$ cat src/rtl/uart_per_ctrl.sv
// uart_per_ctrl: openMSP430 peripheral-bus front end for the UART.
// Holds CTRL/STATUS/TXBUF/RXBUF/BAUD, launches TX frames from a one-entry
// holding register, captures RX bytes at the end of each frame, and
// produces the baud divisor and the two interrupt lines.
module uart_per_ctrl #(
  parameter logic [14:0] BASE_ADDR    = 15'h0090,
  parameter int          DEC_WD       = 3,
  parameter logic [15:0] BAUD_DEFAULT = 16'd5208,
  parameter logic [3:0]  START_TO     = 4'd15
) (
  input  logic        mclk,
  input  logic        puc_rst,
  input  logic [13:0] per_addr,
  input  logic [15:0] per_din,
  input  logic        per_en,
  input  logic [1:0]  per_we,
  output logic [15:0] per_dout,
  output logic        tx_start,
  output logic [7:0]  tx_data,
  input  logic        tx_busy,
  input  logic [7:0]  rx_data,
  input  logic        rx_busy,
  output logic [15:0] baud_div,
  output logic        irq_rx,
  output logic        irq_tx
);

  localparam logic [DEC_WD-1:0] OFF_CTRL   = DEC_WD'(0);
  localparam logic [DEC_WD-1:0] OFF_STATUS = DEC_WD'(1);
  localparam logic [DEC_WD-1:0] OFF_TXBUF  = DEC_WD'(2);
  localparam logic [DEC_WD-1:0] OFF_RXBUF  = DEC_WD'(3);
  localparam logic [DEC_WD-1:0] OFF_BAUD   = DEC_WD'(4);

  typedef enum logic [1:0] {
    S_IDLE,
    S_LAUNCH,
    S_WAIT_BUSY,
    S_WAIT_DONE
  } tx_state_t;

  // Bus decode
  logic              w_sel;
  logic [DEC_WD-1:0] w_off;
  logic              w_rd;
  logic              w_wr;
  logic              w_ctrl_wr;
  logic              w_status_wr;
  logic              w_txbuf_wr;
  logic              w_rxbuf_rd;
  logic              w_baud_wr;
  logic              w_rx_fall;
  logic              w_launch;
  logic [15:0]       w_rdata;
  tx_state_t         w_state_nxt;

  // Architectural state
  logic        r_tx_en;
  logic        r_rx_en;
  logic        r_rx_ie;
  logic        r_tx_ie;
  logic [7:0]  r_hold;
  logic        r_hold_full;
  logic        r_tx_drop;
  logic        r_rx_ovr;
  logic        r_rx_valid;
  logic [7:0]  r_rx_byte;
  logic        r_rx_busy_q;
  logic [15:0] r_baud;
  tx_state_t   r_state;
  logic [3:0]  r_to_cnt;
  logic        r_tx_start;
  logic [7:0]  r_tx_data;

  assign w_sel       = per_en & (per_addr[13:DEC_WD] == BASE_ADDR[14:DEC_WD+1]);
  assign w_off       = per_addr[DEC_WD-1:0];
  assign w_rd        = w_sel & (per_we == 2'b00);
  assign w_wr        = w_sel & (per_we != 2'b00);
  assign w_ctrl_wr   = w_wr & per_we[0] & (w_off == OFF_CTRL);
  assign w_status_wr = w_wr & per_we[0] & (w_off == OFF_STATUS);
  assign w_txbuf_wr  = w_wr & per_we[0] & (w_off == OFF_TXBUF);
  assign w_baud_wr   = w_wr & (w_off == OFF_BAUD);
  assign w_rxbuf_rd  = w_rd & (w_off == OFF_RXBUF);

  // End of an RX frame is the registered busy falling, only while RX is enabled.
  assign w_rx_fall   = r_rx_busy_q & ~rx_busy & r_rx_en;

  // Read mux: combinational, zero unless this block is selected for a read.
  // NOTE: every always_comb output gets a default first so no path leaves it unassigned and no latch is inferred.
  always_comb begin
    w_rdata = 16'h0000;
    if (w_rd) begin
      case (w_off)
        OFF_CTRL:   w_rdata = {12'h000, r_tx_ie, r_rx_ie, r_rx_en, r_tx_en};
        OFF_STATUS: w_rdata = {11'h000, r_tx_drop, r_rx_ovr, r_rx_valid,
                               r_hold_full, (r_state != S_IDLE)};
        OFF_RXBUF:  w_rdata = {8'h00, r_rx_byte};
        OFF_BAUD:   w_rdata = r_baud;
        default:    w_rdata = 16'h0000;
      endcase
    end
  end

  // TX sequencer next-state logic.
  always_comb begin
    w_state_nxt = r_state;
    w_launch    = 1'b0;
    case (r_state)
      S_IDLE: begin
        if (r_hold_full && r_tx_en) begin
          w_state_nxt = S_LAUNCH;
          w_launch    = 1'b1;
        end
      end
      S_LAUNCH:    w_state_nxt = S_WAIT_BUSY;
      S_WAIT_BUSY: begin
        if (tx_busy) begin
          w_state_nxt = S_WAIT_DONE;
        end else if (r_to_cnt == START_TO - 4'd1) begin
          w_state_nxt = S_IDLE;
        end
      end
      S_WAIT_DONE: begin
        if (!tx_busy) begin
          w_state_nxt = S_IDLE;
        end
      end
      default:     w_state_nxt = S_IDLE;
    endcase
  end

  // TX sequencer state, start-timeout counter, launch pulse and data.
  // NOTE: sequential state uses non-blocking assignments so every flop samples pre-edge values.
  always_ff @(posedge mclk) begin
    if (puc_rst) begin
      r_state    <= S_IDLE;
      r_to_cnt   <= 4'd0;
      r_tx_start <= 1'b0;
      r_tx_data  <= 8'h00;
    end else begin
      r_state    <= w_state_nxt;
      r_tx_start <= w_launch;
      if (w_launch) begin
        r_tx_data <= r_hold;
      end
      if (r_state != S_WAIT_BUSY) begin
        r_to_cnt <= 4'd0;
      end else begin
        r_to_cnt <= r_to_cnt + 4'd1;
      end
    end
  end

  // Control, baud and TX holding register; a write to a full holder is dropped and flagged.
  always_ff @(posedge mclk) begin
    if (puc_rst) begin
      r_tx_en     <= 1'b0;
      r_rx_en     <= 1'b0;
      r_rx_ie     <= 1'b0;
      r_tx_ie     <= 1'b0;
      r_baud      <= BAUD_DEFAULT;
      r_hold      <= 8'h00;
      r_hold_full <= 1'b0;
      r_tx_drop   <= 1'b0;
    end else begin
      if (w_ctrl_wr) begin
        {r_tx_ie, r_rx_ie, r_rx_en, r_tx_en} <= per_din[3:0];
      end
      if (w_baud_wr && per_we[0]) begin
        r_baud[7:0] <= per_din[7:0];
      end
      if (w_baud_wr && per_we[1]) begin
        r_baud[15:8] <= per_din[15:8];
      end
      // Launch needs a full holder and an accepted write needs an empty one, so they never coincide.
      if (w_txbuf_wr && !r_hold_full) begin
        r_hold      <= per_din[7:0];
        r_hold_full <= 1'b1;
      end else if (w_launch) begin
        r_hold_full <= 1'b0;
      end
      // Hardware set wins over a same-edge write-one-to-clear.
      if (w_txbuf_wr && r_hold_full) begin
        r_tx_drop <= 1'b1;
      end else if (w_status_wr && per_din[4]) begin
        r_tx_drop <= 1'b0;
      end
    end
  end

  // RX capture on the falling edge of the registered rx_busy, with overrun tracking.
  always_ff @(posedge mclk) begin
    if (puc_rst) begin
      r_rx_busy_q <= 1'b0;
      r_rx_byte   <= 8'h00;
      r_rx_valid  <= 1'b0;
      r_rx_ovr    <= 1'b0;
    end else begin
      r_rx_busy_q <= rx_busy;
      if (w_rx_fall) begin
        r_rx_byte  <= rx_data;
        r_rx_valid <= 1'b1;
      end else if (w_rxbuf_rd) begin
        r_rx_valid <= 1'b0;
      end
      // A byte read out on the capture edge is not lost, so that case is not an overrun.
      if (w_rx_fall && r_rx_valid && !w_rxbuf_rd) begin
        r_rx_ovr <= 1'b1;
      end else if (w_status_wr && per_din[3]) begin
        r_rx_ovr <= 1'b0;
      end
    end
  end

  assign per_dout = w_rdata;
  assign tx_start = r_tx_start;
  assign tx_data  = r_tx_data;
  assign baud_div = r_baud;
  assign irq_rx   = r_rx_ie & r_rx_valid;
  assign irq_tx   = r_tx_ie & r_tx_en & ~r_hold_full;

endmodule

$ cat config.mk
export PLATFORM = sky130hd
export DESIGN_NAME = uart_per_ctrl
export DESIGN_NICKNAME = d
export VERILOG_FILES = /design/src/rtl/uart_per_ctrl.sv
export SDC_FILE = /design/constraint.sdc
export NUM_CORES = 1
export LEC_CHECK = 0
export ABC_AREA = 1
export BUFFER_PORTS_ARGS = -buffer_cell sky130_fd_sc_hd__clkbuf_2
export CAP_MARGIN = 20
export CORE_ASPECT_RATIO = 1.1
export CORE_MARGIN = 2
export CORE_UTILIZATION = 50
export CTS_CLUSTER_DIAMETER = 60
export DETAILED_ROUTE_END_ITERATION = 8
export PLACE_DENSITY = 0.79
export SYNTH_ARGS = -nofsm -noshare
export SYNTH_HDL_FRONTEND = slang
export SYNTH_SLANG_ARGS = --single-unit
$ cat constraint.sdc
create_clock -name mclk -period 1.9 [get_ports mclk]
set_clock_uncertainty 0.05 [all_clocks]
set_input_delay 0.19 -clock mclk [delete_from_list [all_inputs] [get_ports mclk]]
set_output_delay 0.19 -clock mclk [all_outputs]
set_load 0.05 [all_outputs]
==> results.txt <==
The cell with the largest stage delay on the worst path is dfxtp_1. The die footprint is 5890 um2. The critical path class is flip-flop to output port. The synthesized netlist net count came out at 423. The async set-reset flop share out of synthesis is 0. The worst register-to-register path ends at tx_data[3].

The power per standard cell area came out at 645 nW/um2. The routability congestion estimate came out at 0.824. The wire length after detailed routing is 5990 um. By area the synthesized netlist is led by dfxtp_1 42%, nand2_1 10%, nor2_1 8.4%. The floorplan has 27 rows.

The largest net degree at the start of global routing came out at 36. The area added between synthesis and finish is 24.6%. For this run, the detailed router's first-pass iteration total came to 4.

The number of H-tree levels is 2. The pin slew with the least headroom to its limit came out at 0.379 ns. The final non-filler cell area is 3300 um2.

The clock latency at the later pin of the worst-skew pair is 0.31 ns. The average cell area after synthesis is 7.04 um2. After detailed routing, the number of vias per cell comes to 5.01. The worst hold endpoint is r_rx_busy_q. The worst register-to-register path has a setup slack of 0.56 ns. The flow ran to the end, and the final reports show no timing, DRC or antenna violations.

The floorplan core area is 5070 um2. The number of standard cells after synthesis is 376. After the first detailed-routing iteration, the DRC count stood at 135. The cell depth of the worst min-delay path came out at 3. The clock-pin transition on the worst setup and hold timing paths is 0.10 ns. The total inserted antenna cells is 0.

The combined area of the multi-input logic cells is 1280 um2. The global-route wire length before repair is 10000 um. The TritonCTS clock tree is done. The sink count of the clock tree is 56. In this run the worst setup path begins at r_state[1]. The number of enable-type register cells in the synthesized netlist came out at 0. The flip-flop and latch count after synthesis came out at 56. The number of antenna violations at the first check in global routing is 0. Setup violations remaining at the end of the flow were counted as 0.

The worst pin sits at a relative slew slack of 0.746. In the finished design, the share of the clock period the worst path needs comes to 0.907. Setup repair after global routing left no endpoint under its margin. For this run, the total global-route usage over all layers was measured as 0.214.

The number of distinct library cell variants in the gate-level netlist after synthesis is 30. The kind of cell with the highest combined delay on the critical path is buffers and inverters. For this run, the top clock speed supported by timing is 580 MHz.

Once placement finished, the instance area stood at 3190 um2. The worst register-to-register path begins at r_state[1]. Traced cell by cell, the critical path runs through nor2_1 > inv_1 > a21oi_1 > a31oi_1 > clkbuf_2. For met1 alone, demand over resource in global routing was 0.245. The number of global-route vias before repair is 2463.

In this design, the stage delay of the slowest critical-path cell is 0.35 ns. The number of setup buffers added after CTS is 0. In this run the cell area of the synthesized design comes to 2650 um2. The number of warnings reported in the yosys synthesis log is 0. By count the netlist is led by 73 x nand2_1, 59 x nor2_1, 56 x dfxtp_1. In the final routed layout, each cell accounts on average for 11.4 um. The fraction of final layout cells with drive strength greater than 1 is 0.298.

The most used routing layer in global routing is met2. The sequential share of the synthesized area is 0.423. The worst hold slack is 0.0508 ns. The reported max-cap violation count came out at 0. Counting the buffers created by CTS gives 5.

The nature of the critical path startpoint is a flip-flop. The clock tree root driver cell is clkbuf_8. The count of pins on the block boundary is 88.

The placed wire-length estimate is 4720 um. The global route total overflow came out at 0. The initial core utilization is 0.522.

The count of hold-fix buffers inserted at cts is 0. The final layout contains 516 nets. The endpoint arrival time on the critical path is 1.48 ns.

The number of gates resized after CTS is 0. The clock passes through at most 2 buffers. The height of the die came out at 80.3 um. After detailed routing, the number of remaining DRC violations is 0. Of all nets on the critical path, the largest fanout is 4. The number of buffer cells added on primary ports came out at 87. The number of buffers and inverters on the critical path is 2. The largest total area in the synthesized netlist belongs to dfxtp_1. The die is 73.4 um wide. The hold violation total from the final report is 0. The startpoint identified for the worst hold timing path is rx_busy.

The fraction of met3 tracks used by global routing is 0.0439. The count of fill cells added during filler insertion came out at 464. The max-slew violation count came to 0. The shortest period the worst path allows came out at 1.72 ns. Summed over all cells, the static leakage comes to 1.58 nW. Across the VDD grid, the largest voltage drop is 432 uV.

Yosys instantiated no cell more often than nand2_1. The share of synthesized area in the top cell type comes to 0.423. The met2 capacity usage during global routing is 0.392. The data required time at the worst endpoint came out at 1.66 ns. For this run, the leading register cell type out of synthesis is dfxtp_1. The number of nets with antenna violations after routing came out at 0. The kind of capture point of the worst setup path is an output port. The sequential cell area in the final layout is 1120 um2. The worst register-to-register path has a depth of 7. The path class of the tightest hold or removal check is input port to flip-flop.

The total number of vias came out at 2645.
[worst register-to-register path: cells and delay by family (launching register included)]
family	cells	cell delay, ns
simple gates	5	0.67
buf+inv	2	0.23
flops	1	0.35
[how the worst max path moves through the flow]
stage | to | slack, ns | cells past startpoint
2_1_floorplan | per_dout[8] | -0.17 | 2
3_3_place_gp | per_dout[8] | 0.28 | 7
3_5_place_dp | per_dout[3] | 0.24 | 7
4_1_cts | per_dout[0] | 0.17 | 5
5_1_grt | per_dout[0] | 0.06 | 5
6_report | per_dout[0] | 0.18 | 5
[metrics by stage]
stage | TNS (ns) | setup slack, ns | util | std cells | power (W)
2_1_floorplan | -0.344 | -0.172 | - | 376 | 0.00130
3_3_place_gp | 0 | 0.276 | 0.629 | 520 | 0.00137
3_5_place_dp | 0 | 0.237 | 0.629 | 520 | 0.00137
4_1_cts | 0 | 0.169 | 0.651 | 528 | 0.00215
5_1_grt | 0 | 0.0619 | 0.651 | 528 | 0.00221
6_report | 0 | 0.176 | 0.651 | 528 | 0.00213
[state kept, by name, summed over array words and instances (netlist names)]
| name | cells |
|---|---|
| r_to_cnt | 4 |
| r_rx_ie | 1 |
| tx_data | 8 |
| tx_start | 1 |
| r_rx_busy_q | 1 |
| r_hold | 8 |
| r_state | 2 |
| r_tx_drop | 1 |
| r_rx_byte | 8 |
| r_rx_ovr | 1 |
| baud_div | 16 |
| r_rx_valid | 1 |
| r_rx_en | 1 |
| r_tx_ie | 1 |
| r_tx_en | 1 |
| r_hold_full | 1 |
[layout by cell type (no fill, tap or decap), types with 8 or more instances in the layout]
| master | netlist | routed |
|---|---|---|
| o21ai_0 | 20 | 20 |
| nand2_1 | 73 | 73 |
| a21oi_1 | 21 | 19 |
| inv_1 | 50 | 50 |
| nand4_1 | 13 | 13 |
| nor2_1 | 59 | 59 |
| buf_4 | 1 | 8 |
| dfxtp_1 | 56 | 56 |
| nand3_1 | 22 | 22 |
| clkbuf_2 | 0 | 87 |
[power by group]
group	switching, W	internal (W)	leakage [nW]
registers	0.00000358	0.00118	0.451
logic	0.000100	0.0000640	1.07
clock network	0.000382	0.000399	0.0558
total	0.000486	0.00164	1.58
[cells by family (layout without fill, tap and decap cells)]
logic type / Yosys count / after routing / share of synthesized area
AND/OR/NAND/NOR: 194 / 194 / 0.336
buffers and inverters: 68 / 162 / 0.105
flip-flops: 56 / 56 / 0.423
AO/OA/AOI/OAI: 55 / 55 / 0.122
adder cells (fa/ha/maj): 2 / 2 / 0.00945
XOR/XNOR: 1 / 1 / 0.00331
[layer usage]
layer  up-vias  part of all wire
met1      1184              0.43
met5         -                 0
met3         9             0.063
li1       1381                 -
met4         0             0.015
met2        71              0.49
[area by class of cell]
cell class | instances | share of cell area
clock buffers | 6 | 0.0220
well taps | 58 | 0.0220
inverters | 59 | 0.0671
flip-flops and latches | 56 | 0.340
repair buffers | 95 | 0.150
clock inverters | 2 | 0.0118
multi-input cells | 252 | 0.387
(Power assumes the default switching activity.)
